## src/rtl/axi_pkg.sv

```systemverilog
// Shared AXI types for the decode-error responder: response codes, channel FSM
// states and the burst-length field width.
package axi_pkg;

  localparam int AXI_LEN_W = 8;

  typedef enum logic [1:0] {
    OKAY   = 2'b00,
    EXOKAY = 2'b01,
    SLVERR = 2'b10,
    DECERR = 2'b11
  } resp_t;

  typedef enum logic [1:0] {
    W_IDLE,
    W_DATA,
    W_RESP
  } wr_state_t;

  typedef enum logic {
    R_IDLE,
    R_DATA
  } rd_state_t;

endpackage

```

## src/rtl/axi_decerr_slave_rd_ch.sv

```systemverilog
// Read half of the decode-error responder: accepts one AR, then streams ARLEN+1
// DECERR beats carrying a constant fill pattern.
module decerr_rd_ch
  import axi_pkg::*;
#(
  parameter int                    DATA_WIDTH = 32,
  parameter int                    ID_WIDTH   = 8,
  parameter logic [DATA_WIDTH-1:0] RDATA_FILL = '0
) (
  input  logic                  clk_i,
  input  logic                  rst_ni,
  input  logic [ID_WIDTH-1:0]   arid_i,
  input  logic [AXI_LEN_W-1:0]  arlen_i,
  input  logic                  arvalid_i,
  output logic                  arready_o,
  output logic [ID_WIDTH-1:0]   rid_o,
  output logic [DATA_WIDTH-1:0] rdata_o,
  output logic [1:0]            rresp_o,
  output logic                  rlast_o,
  output logic                  rvalid_o,
  input  logic                  rready_i
);

  rd_state_t              state_q;
  logic                   arready_q;
  logic                   rvalid_q;
  logic                   rlast_q;
  logic [ID_WIDTH-1:0]    rid_q;
  logic [AXI_LEN_W-1:0]   beats_left_q;

  always_ff @(posedge clk_i or negedge rst_ni) begin
    if (!rst_ni) begin
      state_q      <= R_IDLE;
      arready_q    <= 1'b0;
      rvalid_q     <= 1'b0;
      rlast_q      <= 1'b0;
      rid_q        <= '0;
      beats_left_q <= '0;
    end else begin
      case (state_q)
        R_IDLE: begin
          if (arvalid_i && arready_q) begin
            state_q      <= R_DATA;
            arready_q    <= 1'b0;
            rvalid_q     <= 1'b1;
            rlast_q      <= (arlen_i == '0);
            rid_q        <= arid_i;
            beats_left_q <= arlen_i;
          end else begin
            arready_q <= 1'b1;
          end
        end
        R_DATA: begin
          if (rvalid_q && rready_i) begin
            if (rlast_q) begin
              state_q   <= R_IDLE;
              rvalid_q  <= 1'b0;
              rlast_q   <= 1'b0;
              arready_q <= 1'b1;
            end else begin
              // Last beat is flagged the cycle the counter reaches zero, so it never wraps.
              beats_left_q <= beats_left_q - 1'b1;
              rlast_q      <= (beats_left_q == AXI_LEN_W'(1));
            end
          end
        end
        default: state_q <= R_IDLE;
      endcase
    end
  end

  assign arready_o = arready_q;
  assign rvalid_o  = rvalid_q;
  assign rlast_o   = rlast_q;
  assign rid_o     = rid_q;
  assign rdata_o   = RDATA_FILL;
  assign rresp_o   = DECERR;

endmodule

```

## src/rtl/axi_decerr_slave.sv

```systemverilog
// Default crossbar target: completes any unmapped AXI4 access with DECERR so the
// master never hangs. Write FSM lives here; the read FSM is decerr_rd_ch.
module axi_decerr_slave
  import axi_pkg::*;
#(
  parameter int                    ADDR_WIDTH = 32,
  parameter int                    DATA_WIDTH = 32,
  parameter int                    ID_WIDTH   = 8,
  parameter logic [DATA_WIDTH-1:0] RDATA_FILL = '0
) (
  input  logic                    ACLK,
  input  logic                    ARESETn,
  input  logic [ID_WIDTH-1:0]     AWID,
  input  logic [ADDR_WIDTH-1:0]   AWADDR,
  input  logic [AXI_LEN_W-1:0]    AWLEN,
  input  logic                    AWVALID,
  output logic                    AWREADY,
  input  logic [DATA_WIDTH-1:0]   WDATA,
  input  logic [DATA_WIDTH/8-1:0] WSTRB,
  input  logic                    WLAST,
  input  logic                    WVALID,
  output logic                    WREADY,
  output logic [ID_WIDTH-1:0]     BID,
  output logic [1:0]              BRESP,
  output logic                    BVALID,
  input  logic                    BREADY,
  input  logic [ID_WIDTH-1:0]     ARID,
  input  logic [ADDR_WIDTH-1:0]   ARADDR,
  input  logic [AXI_LEN_W-1:0]    ARLEN,
  input  logic                    ARVALID,
  output logic                    ARREADY,
  output logic [ID_WIDTH-1:0]     RID,
  output logic [DATA_WIDTH-1:0]   RDATA,
  output logic [1:0]              RRESP,
  output logic                    RLAST,
  output logic                    RVALID,
  input  logic                    RREADY
);

  wr_state_t           wr_state_q;
  logic                awready_q;
  logic                wready_q;
  logic                bvalid_q;
  logic [ID_WIDTH-1:0] bid_q;

  // Address, length and write payload are accepted but carry no meaning here.
  logic unused_inputs;
  assign unused_inputs = ^{AWADDR, AWLEN, WDATA, WSTRB, ARADDR};

  always_ff @(posedge ACLK or negedge ARESETn) begin
    if (!ARESETn) begin
      wr_state_q <= W_IDLE;
      awready_q  <= 1'b0;
      wready_q   <= 1'b0;
      bvalid_q   <= 1'b0;
      bid_q      <= '0;
    end else begin
      case (wr_state_q)
        W_IDLE: begin
          if (AWVALID && awready_q) begin
            wr_state_q <= W_DATA;
            awready_q  <= 1'b0;
            wready_q   <= 1'b1;
            bid_q      <= AWID;
          end else begin
            awready_q <= 1'b1;
          end
        end
        W_DATA: begin
          // Burst ends on WLAST alone; AWLEN is not cross-checked.
          if (WVALID && wready_q && WLAST) begin
            wr_state_q <= W_RESP;
            wready_q   <= 1'b0;
            bvalid_q   <= 1'b1;
          end
        end
        W_RESP: begin
          if (bvalid_q && BREADY) begin
            wr_state_q <= W_IDLE;
            bvalid_q   <= 1'b0;
            awready_q  <= 1'b1;
          end
        end
        default: wr_state_q <= W_IDLE;
      endcase
    end
  end

  assign AWREADY = awready_q;
  assign WREADY  = wready_q;
  assign BVALID  = bvalid_q;
  assign BID     = bid_q;
  assign BRESP   = DECERR;

  decerr_rd_ch #(
    .DATA_WIDTH (DATA_WIDTH),
    .ID_WIDTH   (ID_WIDTH),
    .RDATA_FILL (RDATA_FILL)
  ) u_rd_ch (
    .clk_i     (ACLK),
    .rst_ni    (ARESETn),
    .arid_i    (ARID),
    .arlen_i   (ARLEN),
    .arvalid_i (ARVALID),
    .arready_o (ARREADY),
    .rid_o     (RID),
    .rdata_o   (RDATA),
    .rresp_o   (RRESP),
    .rlast_o   (RLAST),
    .rvalid_o  (RVALID),
    .rready_i  (RREADY)
  );

endmodule

```

## config.mk

```make
export PLATFORM = sky130hd
export DESIGN_NAME = axi_decerr_slave
export DESIGN_NICKNAME = d
export VERILOG_FILES = /design/src/rtl/axi_pkg.sv /design/src/rtl/axi_decerr_slave_rd_ch.sv /design/src/rtl/axi_decerr_slave.sv
export SDC_FILE = /design/constraint.sdc
export NUM_CORES = 1
export LEC_CHECK = 0
export BUFFER_PORTS_ARGS = -buffer_cell sky130_fd_sc_hd__buf_2
export CAP_MARGIN = 20
export CORE_MARGIN = 5
export CORE_UTILIZATION = 35
export CTS_CLUSTER_DIAMETER = 100
export DETAILED_ROUTE_END_ITERATION = 10
export PLACE_DENSITY = 0.81
export SYNTH_ARGS = -nofsm -noshare
export SYNTH_HDL_FRONTEND = slang
export SYNTH_SLANG_ARGS = --single-unit
```

## constraint.sdc

```tcl
create_clock -name ACLK -period 2 [get_ports ACLK]
set_input_delay 0.1 -clock ACLK [delete_from_list [all_inputs] [get_ports ACLK]]
set_output_delay 0.1 -clock ACLK [all_outputs]
set_load 0.02 [all_outputs]
```

==> flow_results.org, run 1 <==
** Yosys
- Synthesis instantiated 41 different standard cells from the library.
- Number of enable-type register cells in the synthesized netlist :: 0
- Yosys printed 0 warnings.
- In the synthesized netlist, mux cells make up under 10% of the area.
- Number of storage elements in the synthesis netlist :: 33
- Area fraction in compound gates after synthesis :: 8.898%
- Top cell type by total area after synthesis :: dfrtp_1
- Cells taking the most area after synthesis :: dfrtp_1 45%, buf_4 15%, nand2_1 7.0%, mux2_2 4.9%, a21oi_1 2.5%
- The average instance in the mapped netlist occupies around 9 um^2.
- After synthesis, the share of flip-flops with an asynchronous set or reset is 100.0%.
- Of the total synthesized cell area, the portion taken by full adders, half adders and majority gates is 1.369%.
- The cell count after synthesis came out at 198.
- Xor-xnor portion of the synthesized cell area :: 0%
- The mapped netlist covers 1828 um^2.
- In this run the biggest area consumer among cell types represents 45.17% of the synthesized area.
- Simple-gate share of the synthesized area :: 21.42%
- The most used flip-flop cell after synthesis is dfrtp_1.
- Sequential elements use 45.17% of the synthesized area.
- Largest family of logic cells by synthesized area :: simple AND/OR/NAND/NOR gates

** Clock network
- Total CTS buffers :: 5
- Setup bufs post-CTS :: 0
- In this run, post-CTS repair resized a total of 0 instances.
- The root buffer cell chosen for the clock tree is clkbuf_8.
- Clock tree from TritonCTS :: built
- Maximum clock insertion buffer count :: 2
- The clock reaches the later pin of the worst-skew pair after 280 ps.
- The H-tree generated during clock tree synthesis spans 2 levels.
- For this design, the CTS-stage hold fixing added 4 buffers.
- CTS clk-pin slew, worst paths :: about 70 ps
- For this design, the sink count on the clock tree is 33.

** Worst setup path
- Of all nets on the critical path, the largest fanout is 5.
- Data arrives at the worst endpoint at 1740 ps.
- For this run, the slowest stage of the critical path takes 430 ps.
- Traced cell by cell, the critical path runs through inv_1 > ha_1 > nor3b_1 > a21oi_1 > o21ai_0 > o21ai_0.
- Startpoint types :: register
- The slowest stage of the critical path is the dfrtp_1 cell.
- Category of the critical setup timing path :: register to register
- STA classifies the critical path endpoint as a register.
- For the worst setup path, the data required time is 2160 ps.
- CP dominant cell by count :: o21ai_0

** Outcome
- The flow ran to the end, and the final reports show no timing, DRC or antenna violations.

** Global route
- The number of global-route vias before repair came to 1393.
- Initial antenna violation count :: 0
- For this run the aggregate overflow at the end of global routing stands at 0.
- Maximum number of pins on one net before global-route repair :: 34
- The first global-routing pass estimated approximately 6.4 mm of wire.
- Global routing consumed, over all layers together, around an eighth of the routing resources.

** Power
- Seq pwr share :: 37.3%
- Internal portion of total power :: 1.963 mW
- IR drop worst, VDD :: ~1.0 mV
- Of the total power, the share spent switching nets is roughly 41%.
- Portion of total power attributed to the clock network :: 19.4%
- In this run the power spent charging and discharging nets is around 1.4 mW.
- Of the total power, combinational logic draws 43.3%.
- In this run the power density over the cells is 1509 nW/um^2.
- Total Power :: 3.319 mW
- Leakage power figure :: 1.120 nW

** Detailed routing
- In the routed design, unresolved DRC markers number 0.
- After the first detailed-routing iteration, the DRC count stood at 116.
- Dividing the detail-routed wire length by the instance count gives 12.18 um.
- Total routed wirelength :: 4.021 mm
- Via density :: 4.512
- The routed layout has about 1500 vias.
- The detail route stage leaves a number of antenna-violating nets equal to 0.
- The first TritonRoute pass finished after 4 iterations.

** Timing
- Based on the critical path, the design can be clocked at up to around 0.63 GHz.
- RSZ-0062 raised after global routing :: false
- Between clock sinks in the finished design, the worst skew comes to 1.924 ps.
- The number of pins exceeding their max-slew limit in the final report was 0.
- Slew headroom :: a little over 50%
- The number of hold violations in the final report was 0.
- At the pin with the least slew margin, the transition time is about 720 ps.
- Setup-violating endpoint count in the final report :: 0
- Subtracting the final worst setup slack from the clock period gives approximately 1600 ps.
- Adding up every negative setup slack in the final design gives 0 ps.
- Across all hold checks on the routed design, the worst slack comes to 10.99 ps.
- Of the available clock period, the critical path in the final layout requires 79.17%.

** Cells and area
- Compared with the post-synthesis result, the final layout area differs by 20.33%.
- 0 antenna diodes ended up in the layout.
- In the final design database the tool counted roughly 400 nets.
- Share of post-route cells with drive strength above 1 :: a little under a third

** Floorplan
- Once the floorplan was initialized, standard cells occupied 36.02% of the core.
- Overall die area :: between 6000 and 7000 um^2
- Die Width :: between 80 and 90 um
- Measured along the y axis, the die boundary spans 82.27 um.
- Boundary Pins :: about 200
- After floorplanning, the core was sized to cover 5075 um^2.
- In this run the core area contains 26 standard-cell rows.

** Worst hold path
- The path class of the tightest hold or removal check is input port to register.

** Place
- Global placement routability congestion :: 0.8262
- Buffers added on ports :: 53
- HPWL after DPL :: 2.941 mm

** Flow run
- Number of max-cap violations :: 0
==> layout make-up <==
| class | instances | area (um^2) |
|---|---|---|
| fill | 511 | 2875 |
| sequential | 33 | 825.8 |
| multi-input combinational | 153 | 815.8 |
| timing repair buffer | 61 | 335.3 |
| tap | 70 | 87.58 |
| clock buffer | 7 | 86.33 |
| clock inverter | 1 | 30.03 |
| inverter | 5 | 18.77 |
==> metrics by stage <==
step	cells	worst slack, ps	utilization [%]	instance area [um^2]
finish	330	416.7	43.34	2200
global route	330	233.9	43.34	2200
CTS	330	419.5	43.34	2200
detailed placement	318	442.4	40.26	2043
global placement	318	467.5	40.26	2043
floorplan	232	582.4	-	1956
==> synth_stat cells, types with 2 or more instances <==
master    count
conb_1        2
ha_1          2
nor2_1       12
buf_2         2
o21ai_0       7
nand3_1       5
buf_4        37
a21oi_1       9
inv_1         5
nor3_1        3
clkbuf_1      2
mux2_2        8
nand2_1      34
nor4_1        3
nand4_1       3
a31oi_1       2
nand2b_1      5
nand3b_1      2
dfrtp_1      33
==> power by group through the flow <==
stage | registers, mW | clock network (mW) | logic [mW]
6_report | 1.24 | 0.644 | 1.44
2_1_floorplan | 1.46 | 0 | 0.804
3_3_place_gp | 1.22 | 0 | 1.39
4_1_cts | 1.23 | 0.665 | 1.44
3_5_place_dp | 1.24 | 0 | 1.43
5_1_grt | 1.29 | 0.696 | 1.60
==> sequential cells by signal (all words and copies together) (netlist names) <==
signal and flops:
BID 8, u_rd_ch.beats_left_q 8, u_rd_ch.rid_o 8, wr_state_q 2, AWREADY 1, BVALID 1
WREADY 1, u_rd_ch.arready_o 1, u_rd_ch.rlast_o 1, u_rd_ch.rvalid_o 1, u_rd_ch.state_q 1
==> layer usage <==
| layer | GRT usage, % | wire [um] | part of all wire [%] | vias up |
|---|---|---|---|---|
| met3 | 3.362 | 346 | 8.6 | 4 |
| li1 | - | - | - | 715 |
| met4 | 3.821 | 36 | 0.90 | 0 |
| met1 | 15.72 | 1684 | 42 | 699 |
| met5 | 0 | 0 | 0 | - |
| met2 | 19.63 | 1954 | 49 | 71 |
==> kinds of logic (layout without fill, tap and decap cells) <==
family                     count (synthesis)  in the layout
and+or+nand+nor                           79             79
buffers and inverters                     46             74
DFF                                       33             33
AOI/OAI and AO/OA                         27             27
muxes                                      9              9
adders and majority gates                  2              2
other                                      2             36
==> path summary, 6_finish.rpt <==
kind                                               from                 endpoint  slack, ps  cells past startpoint
worst max-delay path            u_rd_ch.beats_left_q[0]  u_rd_ch.beats_left_q[6]        420                      6
worst min-delay path                            ARID[0]         u_rd_ch.rid_o[0]         10                      3
worst max register to register  u_rd_ch.beats_left_q[0]  u_rd_ch.beats_left_q[6]        420                      6
worst min register to register         u_rd_ch.rid_o[2]         u_rd_ch.rid_o[2]        480                      2
max in group asynchronous                       ARESETn                   BID[6]       1100                      2
min in group asynchronous                       ARESETn  u_rd_ch.beats_left_q[3]        450                      2
==> placed cells by master, fill, tap and decap left out, types with 2 or more instances in the layout <==
cell type,instances
buf_2,53
nand2b_1,5
dlygate4sd3_1,4
nand3_1,5
nor3_1,3
o21ai_0,7
nand3b_1,2
ha_1,2
nand4_1,3
conb_1,36
dfrtp_1,33
inv_1,5
mux2_2,8
a31oi_1,2
a21oi_1,9
nand2_1,34
clkbuf_8,6
buf_4,4
nor4_1,3
nor2_1,12
==> worst max-delay path, delay by kind of cell, from the launching register on <==
kind                       cells  cell delay, ps
buffers and inverters          1             100
adders and majority gates      1             190
AOI/OAI and AO/OA              3             360
DFF                            1             430
and+or+nand+nor                1             390
Note: power is estimated with default switching activity, not from simulation.
==> run 2: changes to the inputs <==
- clock period: 2 -> 1.6 ns (I/O delays scaled with it)
==> run 2 against run 1 <==
Via count increased by 1.5%. Cell area grew 3.5%. Total power is 24% higher. Global-route usage is 0.11 points higher. Clock-buffer cell count stayed put.
==> flow_results.org, run 2 (synthesized netlist as in run 1, its figures left out) <==
** Worst hold path
- The classification of the worst-slack hold path is input port to register (unchanged).
- The launch instance of the worst min-delay path is AWID[1] (was ARID[0]).
- Worst min-delay path endpoint :: BID[1] (was u_rd_ch.rid_o[0])
- The number of instances on the worst hold path was 2 (was 3).

** Timing
- Final worst setup slack :: 106.2 ps (was 416.7 ps)
- The final count of negative-setup-slack endpoints is 0 (unchanged).
- The final critical path time including I/O delays and setup is 1494 ps (was 1583 ps).
- RSZ-0062 raised after global routing: false (unchanged).
- The clock skew after layout came to 3.455 ps (was 1.924 ps).
- The maximum clock frequency came to 0.6694 GHz (was 0.6316 GHz).
- Endpoints failing hold :: 0 (unchanged)
- The number of pins exceeding their max-slew limit in the final report was 0 (unchanged).
- The slew at the pin with the worst max-slew slack was 747.8 ps (was 721.5 ps).
- Period Utilization, post-route :: 93.36% (was 79.17%)
- The final-layout setup total negative slack came to 0 ps (unchanged).
- Slew headroom :: 50.15% (was 51.90%)

** Cells and area
- Filler Cells Inserted :: 479 (was 511)
- Area of combinational cells with multiple inputs :: 822.0 um^2 (was 815.8 um^2)
- Share of post-route cells with drive strength above 1 :: 32.46% (was 30.77%)
- Leading cell type in the layout, fill and taps excluded :: buf_2 (unchanged)
- The post-synthesis to final-layout area growth came to 24.57% (was 20.33%).
- The number of nets in the layout was 409 (was 401).
- The number of diodes was 0 (unchanged).
- Storage cell area :: 827.0 um^2 (was 825.8 um^2)
- Most used cells in the layout excluding fill and tap cells :: 53 x buf_2, 36 x conb_1, 34 x nand2_1 (unchanged)
- Non-filler instance count after layout :: 338 (was 330)

** Global route
- The number of global-route vias before repair was 1441 (was 1393).
- The total congestion overflow after global routing came to 0 (unchanged).
- Initial antenna violation count :: 0 (unchanged)
- The global-route wire length before repair came to 6.479 mm (was 6.375 mm).
- The pin count of the biggest net entering global routing is 34 (unchanged).
- The total track usage is 12.27% (was 12.15%).

** Place
- HPWL after DPL :: 2.954 mm (was 2.941 mm)
- The routability congestion estimate from global placement is 0.8607 (was 0.8262).
- Buffers added on ports :: 53 (unchanged)
- Placed cells :: 321 (was 318)
- Worst setup timing slack at the placement stage :: 60.98 ps (was 442.4 ps)

** Clock network
- Maximum clock insertion buffer count :: 2 (unchanged)
- Clock root buffer :: clkbuf_8 (unchanged)
- The number of buffers created by CTS was 5 (unchanged).
- Clock tree from TritonCTS :: built (unchanged)
- CTS clk-pin slew, worst paths :: 70 ps (about the same)
- The level count of the clock H-tree came to 2 (unchanged).
- The sink count of the clock tree is 33 (unchanged).
- The clock insertion delay at the later pin of the skew report is 280 ps (about the same).

** Worst setup path
- The arrival time at the worst endpoint is 1650 ps (was 1740 ps).
- The capture point of the worst reg-to-reg path is u_rd_ch.beats_left_q[4] (was u_rd_ch.beats_left_q[6]).
- Startpoint types :: register (unchanged)
- The required time reported for the critical path endpoint is 1760 ps (was 2160 ps).
- Setup slack on the worst flop-to-flop path :: 110 ps (was 420 ps)
- The endpoint class of the critical path is a register (unchanged).
- Category of the critical setup timing path :: register to register (unchanged)
- The maximum fanout count along the critical path came to 5 (unchanged).
- Reg-to-reg startpoint :: u_rd_ch.beats_left_q[0] (unchanged)
- Count of cells along the worst register-to-register path :: 7 (was 6)

** Floorplan
- The initial core utilization is 36.02% (unchanged).
- Core footprint :: 5075 um^2 (unchanged)
- Number of cell rows :: 26 (unchanged)
- Die Width :: 82.27 um (unchanged)
- The vertical extent of the die was 82.27 um (unchanged).
- The top-level port count came to 198 (unchanged).
- The die area was 6768 um^2 (unchanged).

** Detailed routing
- Vias :: 1511 (was 1489)
- The post-detailed-route DRC marker count was 0 (unchanged).
- The routed wire length was 4.012 mm (was 4.021 mm).
- The remaining antenna violation count is 0 (unchanged).
- The routed via count divided by cell count was 4.470 (was 4.512).
- The DRC marker count from the first detailed-route iteration was 48 (was 116).
- Routed wire length per instance :: 11.87 um (was 12.18 um)
- The number of detailed-route iterations in the first pass was 4 (unchanged).

** Power
- The worst-case vdd ir drop was 0.9904 mV (was 0.9993 mV).
- Power per Cell Area :: 1801 nW/um^2 (was 1509 nW/um^2)
- The static leakage is 1.159 nW (was 1.120 nW).
- Total Power :: 4.100 mW (was 3.319 mW)

** Flow run
- Number of max-cap violations :: 0 (unchanged)

** Outcome
- Status: completed (unchanged).
-- run 2: area by class of cell --
| cell class | instances | area share (%) |
|---|---|---|
| flip-flops and latches | 33 | 36.32 |
| clock buffers | 7 | 4.231 |
| clock inverters | 1 | 0.2198 |
| multi-input cells | 153 | 36.10 |
| repair buffers | 69 | 18.46 |
| inverters | 5 | 0.8242 |
| well taps | 70 | 3.846 |
-- run 2: how the worst max path moves through the flow --
stage | from | to | cells after the start
after detailed placement | u_rd_ch.beats_left_q[0] | u_rd_ch.beats_left_q[4] | 7
after floorplan | u_rd_ch.beats_left_q[0] | u_rd_ch.beats_left_q[5] | 4
after global placement | u_rd_ch.beats_left_q[0] | u_rd_ch.beats_left_q[4] | 7
final | u_rd_ch.beats_left_q[0] | u_rd_ch.beats_left_q[4] | 7
after global routing | u_rd_ch.state_q | u_rd_ch.beats_left_q[7] | 4
after CTS | u_rd_ch.beats_left_q[0] | u_rd_ch.beats_left_q[4] | 7
-- run 2: per-layer routing --
metal / GRT usage (%) / vias to the layer above / wire length [um]
met4: 2.990 / 0 / 36
met2: 20.11 / 62 / 1932
met5: 0 / - / 0
met3: 3.796 / 4 / 326
li1: - / 731 / -
met1: 15.72 / 714 / 1717
-- run 2: critical path, stage by stage (launching register included) --
cell and delay, ps:
dfrtp_2 410, inv_2 50, ha_1 210, nor3b_1 140, buf_4 140, or2_2 260, o21ai_0 70, a21oi_1 90
-- run 2: where the power goes --
part | internal (mW) | switching (mW)
clock network | 0.389 | 0.305
registers | 1.23 | 0.316
logic | 0.780 | 1.08
-- run 2: per-stage QoR --
| step | util [%] | cell area, um^2 | hold slack (ps) |
|---|---|---|---|
| 2_1_floorplan | - | 1956 | -215.6 |
| 3_3_place_gp | 40.95 | 2078 | 180.1 |
| 3_5_place_dp | 40.95 | 2078 | 189.9 |
| 4_1_cts | 44.72 | 2270 | 17.45 |
| 5_1_grt | 44.87 | 2277 | 15.85 |
| 6_report | 44.87 | 2277 | 29.21 |
-- run 2: timing repair --
item                                   4_1_cts  5_1_grt
setup endpoints to repair                    0        3
endpoints found under the hold margin       41        0
hold buffers                                 9        0
buffers inserted                             0        0
resized for setup                            0        3
==> run 3: changes to the inputs <==
==> constraint.sdc (replaced) <==
create_clock -name ACLK -period 1.6 [get_ports ACLK]
set_input_delay 0 -clock ACLK [delete_from_list [all_inputs] [get_ports ACLK]]
set_output_delay 0 -clock ACLK [all_outputs]
set_load 0.02 [all_outputs]
==> run 3 against run 2 <==
Clock skew hardly changed. Non-clock buffer count is 8 higher. Clock-buffer cell count is the same. Combinational power hardly changed. Utilization is 1.6 points higher. Register-to-register slack barely moved. Flip-flop and latch count unchanged. Hold slack better by 3.3 ps. Via count grew 2.1%. First-iteration DRC count is 8.3% higher.
==> flow_results.org, run 3 (synthesized netlist as in run 1, its figures left out) <==
** Outcome
- Status: completed (unchanged).

** Cells and area
- The final-layout fill cell count came to 470 (was 479).
- The number of diodes came to 0 (unchanged).
- The most frequent standard cell in the layout excluding fill and tap cells is buf_2 (unchanged).
- The utilization after layout came to 46.45% (was 44.87%).
- The post-synthesis to final-layout area growth is 28.95% (was 24.57%).
- The area occupied by registers came to 827.0 um^2 (unchanged).
- The footprint of the multi-input gates is 822.0 um^2 (unchanged).
- The share of final-layout standard cells stronger than drive strength 1 is 31.52% (was 32.46%).
- Most used cells in the layout excluding fill and tap cells: 53 x buf_2, 36 x conb_1, 34 x nand2_1 (unchanged).
- Layout Nets :: 417 (was 409)

** Floorplan
- The die width was 82.27 um (unchanged).
- Die Ht :: 82.27 um (unchanged)
- Number of cell rows :: 26 (unchanged)
- The top-level port count was 198 (unchanged).
- Core footprint :: 5075 um^2 (unchanged)
- Overall die area :: 6768 um^2 (unchanged)
- The initial core utilization was 36.02% (unchanged).

** Detailed routing
- The via count is 1543 (was 1511).
- The routed via count divided by cell count is 4.460 (was 4.470).
- Routed wire length per instance :: 12.12 um (was 11.87 um)
- The post-detailed-route DRC marker count is 0 (unchanged).
- Number of detailed-route iterations in the first pass :: 4 (unchanged)
- Antenna-violating nets left :: 0 (unchanged)
- Iteration-0 DRC Markers :: 52 (was 48)
- Total routed wirelength :: 4.195 mm (was 4.012 mm)

** Power
- Power per Cell Area :: 1749 nW/um^2 (was 1801 nW/um^2)
- Leakage power figure :: 1.192 nW (was 1.159 nW)
- IR drop worst, VDD :: 0.9902 mV (was 0.9904 mV)

** Worst setup path
- The launching element type of the critical path is a register (unchanged).
- The required time reported for the critical path endpoint came to 1770 ps (was 1760 ps).
- The category of the most critical setup path is register to register (unchanged).
- Number of stages on the worst setup path :: 4 (was 7)
- Count of cells along the worst register-to-register path :: 4 (was 7)
- The buffers plus inverters on the worst setup path was 0 (was 2).
- The critical path's slowest cell was or4_4 (was dfrtp_2).
- The arrival time at the worst endpoint is 1660 ps (was 1650 ps).
- Worst path cell trace :: or4_4 > nor2_2 > nand4_1 > nor3b_2 (was inv_2 > ha_1 > nor3b_1 > buf_4 > or2_2 > o21ai_0 > a21oi_1)
- The endpoint class of the critical path was a register (unchanged).
- The maximum fanout count along the critical path was 5 (unchanged).
- The family of cells with the greatest summed delay on the critical path is simple AND/OR/NAND/NOR gates (was flip-flops).
- Stage delay of the slowest cell on the critical path :: 570 ps (was 410 ps)

** Global route
- The total congestion overflow after global routing was 0 (unchanged).
- Vias in the first global route :: 1496 (was 1441)
- The total track usage is 12.80% (was 12.27%).
- The global-route wire length before repair is 6.734 mm (was 6.479 mm).
- The number of antenna violations at the first check in global routing came to 0 (unchanged).
- Maximum number of pins on one net before global-route repair :: 34 (unchanged)

** Clock network
- The CTS clock-pin slew for the worst setup and hold paths is 70 ps (about the same).
- Clk sink count :: 33 (unchanged)
- Clock latency at the later pin of the worst-skew pair :: 280 ps (about the same)
- Clock root buffer :: clkbuf_8 (unchanged)
- The level count of the clock H-tree was 2 (unchanged).
- The maximum clock insertion buffer count came to 2 (unchanged).
- The number of buffers created by CTS is 5 (unchanged).
- Clock tree from TritonCTS :: built (unchanged)

** Place
- The half-perimeter wire length after placement came to 2.954 mm (unchanged).
- Buffers added on ports :: 53 (unchanged)
- Global placement routability congestion :: 0.8607 (unchanged)

** Timing
- The slew at the pin with the worst max-slew slack is 742.9 ps (was 747.8 ps).
- The clock skew after layout came to 3.196 ps (was 3.455 ps).
- RSZ-0062 raised after global routing: false (unchanged).
- Final number of max-transition violations :: 0 (unchanged)
- The share of the cycle needed by the critical path after routing came to 93.22% (was 93.36%).
- Setup-violating endpoint count in the final report :: 0 (unchanged)
- Slew headroom :: 50.47% (was 50.15%)
- The final critical path time including I/O delays and setup came to 1492 ps (was 1494 ps).
- The maximum clock frequency came to 0.6704 GHz (was 0.6694 GHz).
- The number of hold violations in the final report came to 0 (unchanged).
- The final-layout setup total negative slack is 0 ps (unchanged).

** Worst hold path
- The classification of the worst-slack hold path is input port to register (unchanged).
- The number of instances on the worst hold path is 3 (was 2).

** Flow run
- Number of max-cap violations :: 0 (unchanged)
-- run 3: timing repair --
item | CTS | global route
setup buffers | 0 | 0
gates resized for setup | 0 | 3
hold buffers | 17 | 0
endpoints found under the setup margin | 0 | 3
endpoints found under the hold margin | 49 | 0
-- run 3: per-stage QoR --
stage               cells  hold slack [ps]  instance area [um^2]  setup slack, ps  total power [mW]
finish                346            32.50                  2357            108.5             4.124
global route          346            49.16                  2357            15.34             4.437
CTS                   346            22.86                  2350            47.56             4.127
floorplan             232           -295.6                  1956            182.4             2.835
global placement      321            100.1                  2078            89.24             3.317
detailed placement    321            109.9                  2078            60.98             3.386
-- run 3: layout make-up --
cell class | instances | share of cell area (%)
clock buffer | 7 | 4.087
clock inverter | 1 | 0.2123
inverter | 5 | 0.7962
multi-input combinational | 153 | 34.87
sequential | 33 | 35.08
tap | 70 | 3.716
timing repair buffer | 77 | 21.23
-- run 3: per-layer routing --
metal  global-route usage [%]  part of all wire, %
met5                        0                    0
met4                    2.990                 0.86
met3                    3.905                  7.7
met1                    15.93                   42
met2                    21.63                   49
-- run 3: worst min-delay path, stage by stage --
cell,delay [ps]
buf_2,110
nor2_1,110
nor3_1,60
-- run 3: path summary, 6_finish.rpt --
check	start	slack, ps	to
hold / removal	ARLEN[7]	30	u_rd_ch.beats_left_q[7]
setup / recovery	u_rd_ch.beats_left_q[0]	110	u_rd_ch.beats_left_q[5]
hold reg to reg	u_rd_ch.rid_o[4]	480	u_rd_ch.rid_o[4]
max in group asynchronous	ARESETn	770	u_rd_ch.beats_left_q[0]
min in group asynchronous	ARESETn	320	u_rd_ch.beats_left_q[1]
setup reg to reg	u_rd_ch.beats_left_q[0]	110	u_rd_ch.beats_left_q[5]
-- run 3: power breakdown --
part	switching [mW]	total [mW]	internal, mW
Sequential	0.315	1.54	1.23
Clock	0.307	0.695	0.389
Combinational	1.09	1.89	0.793
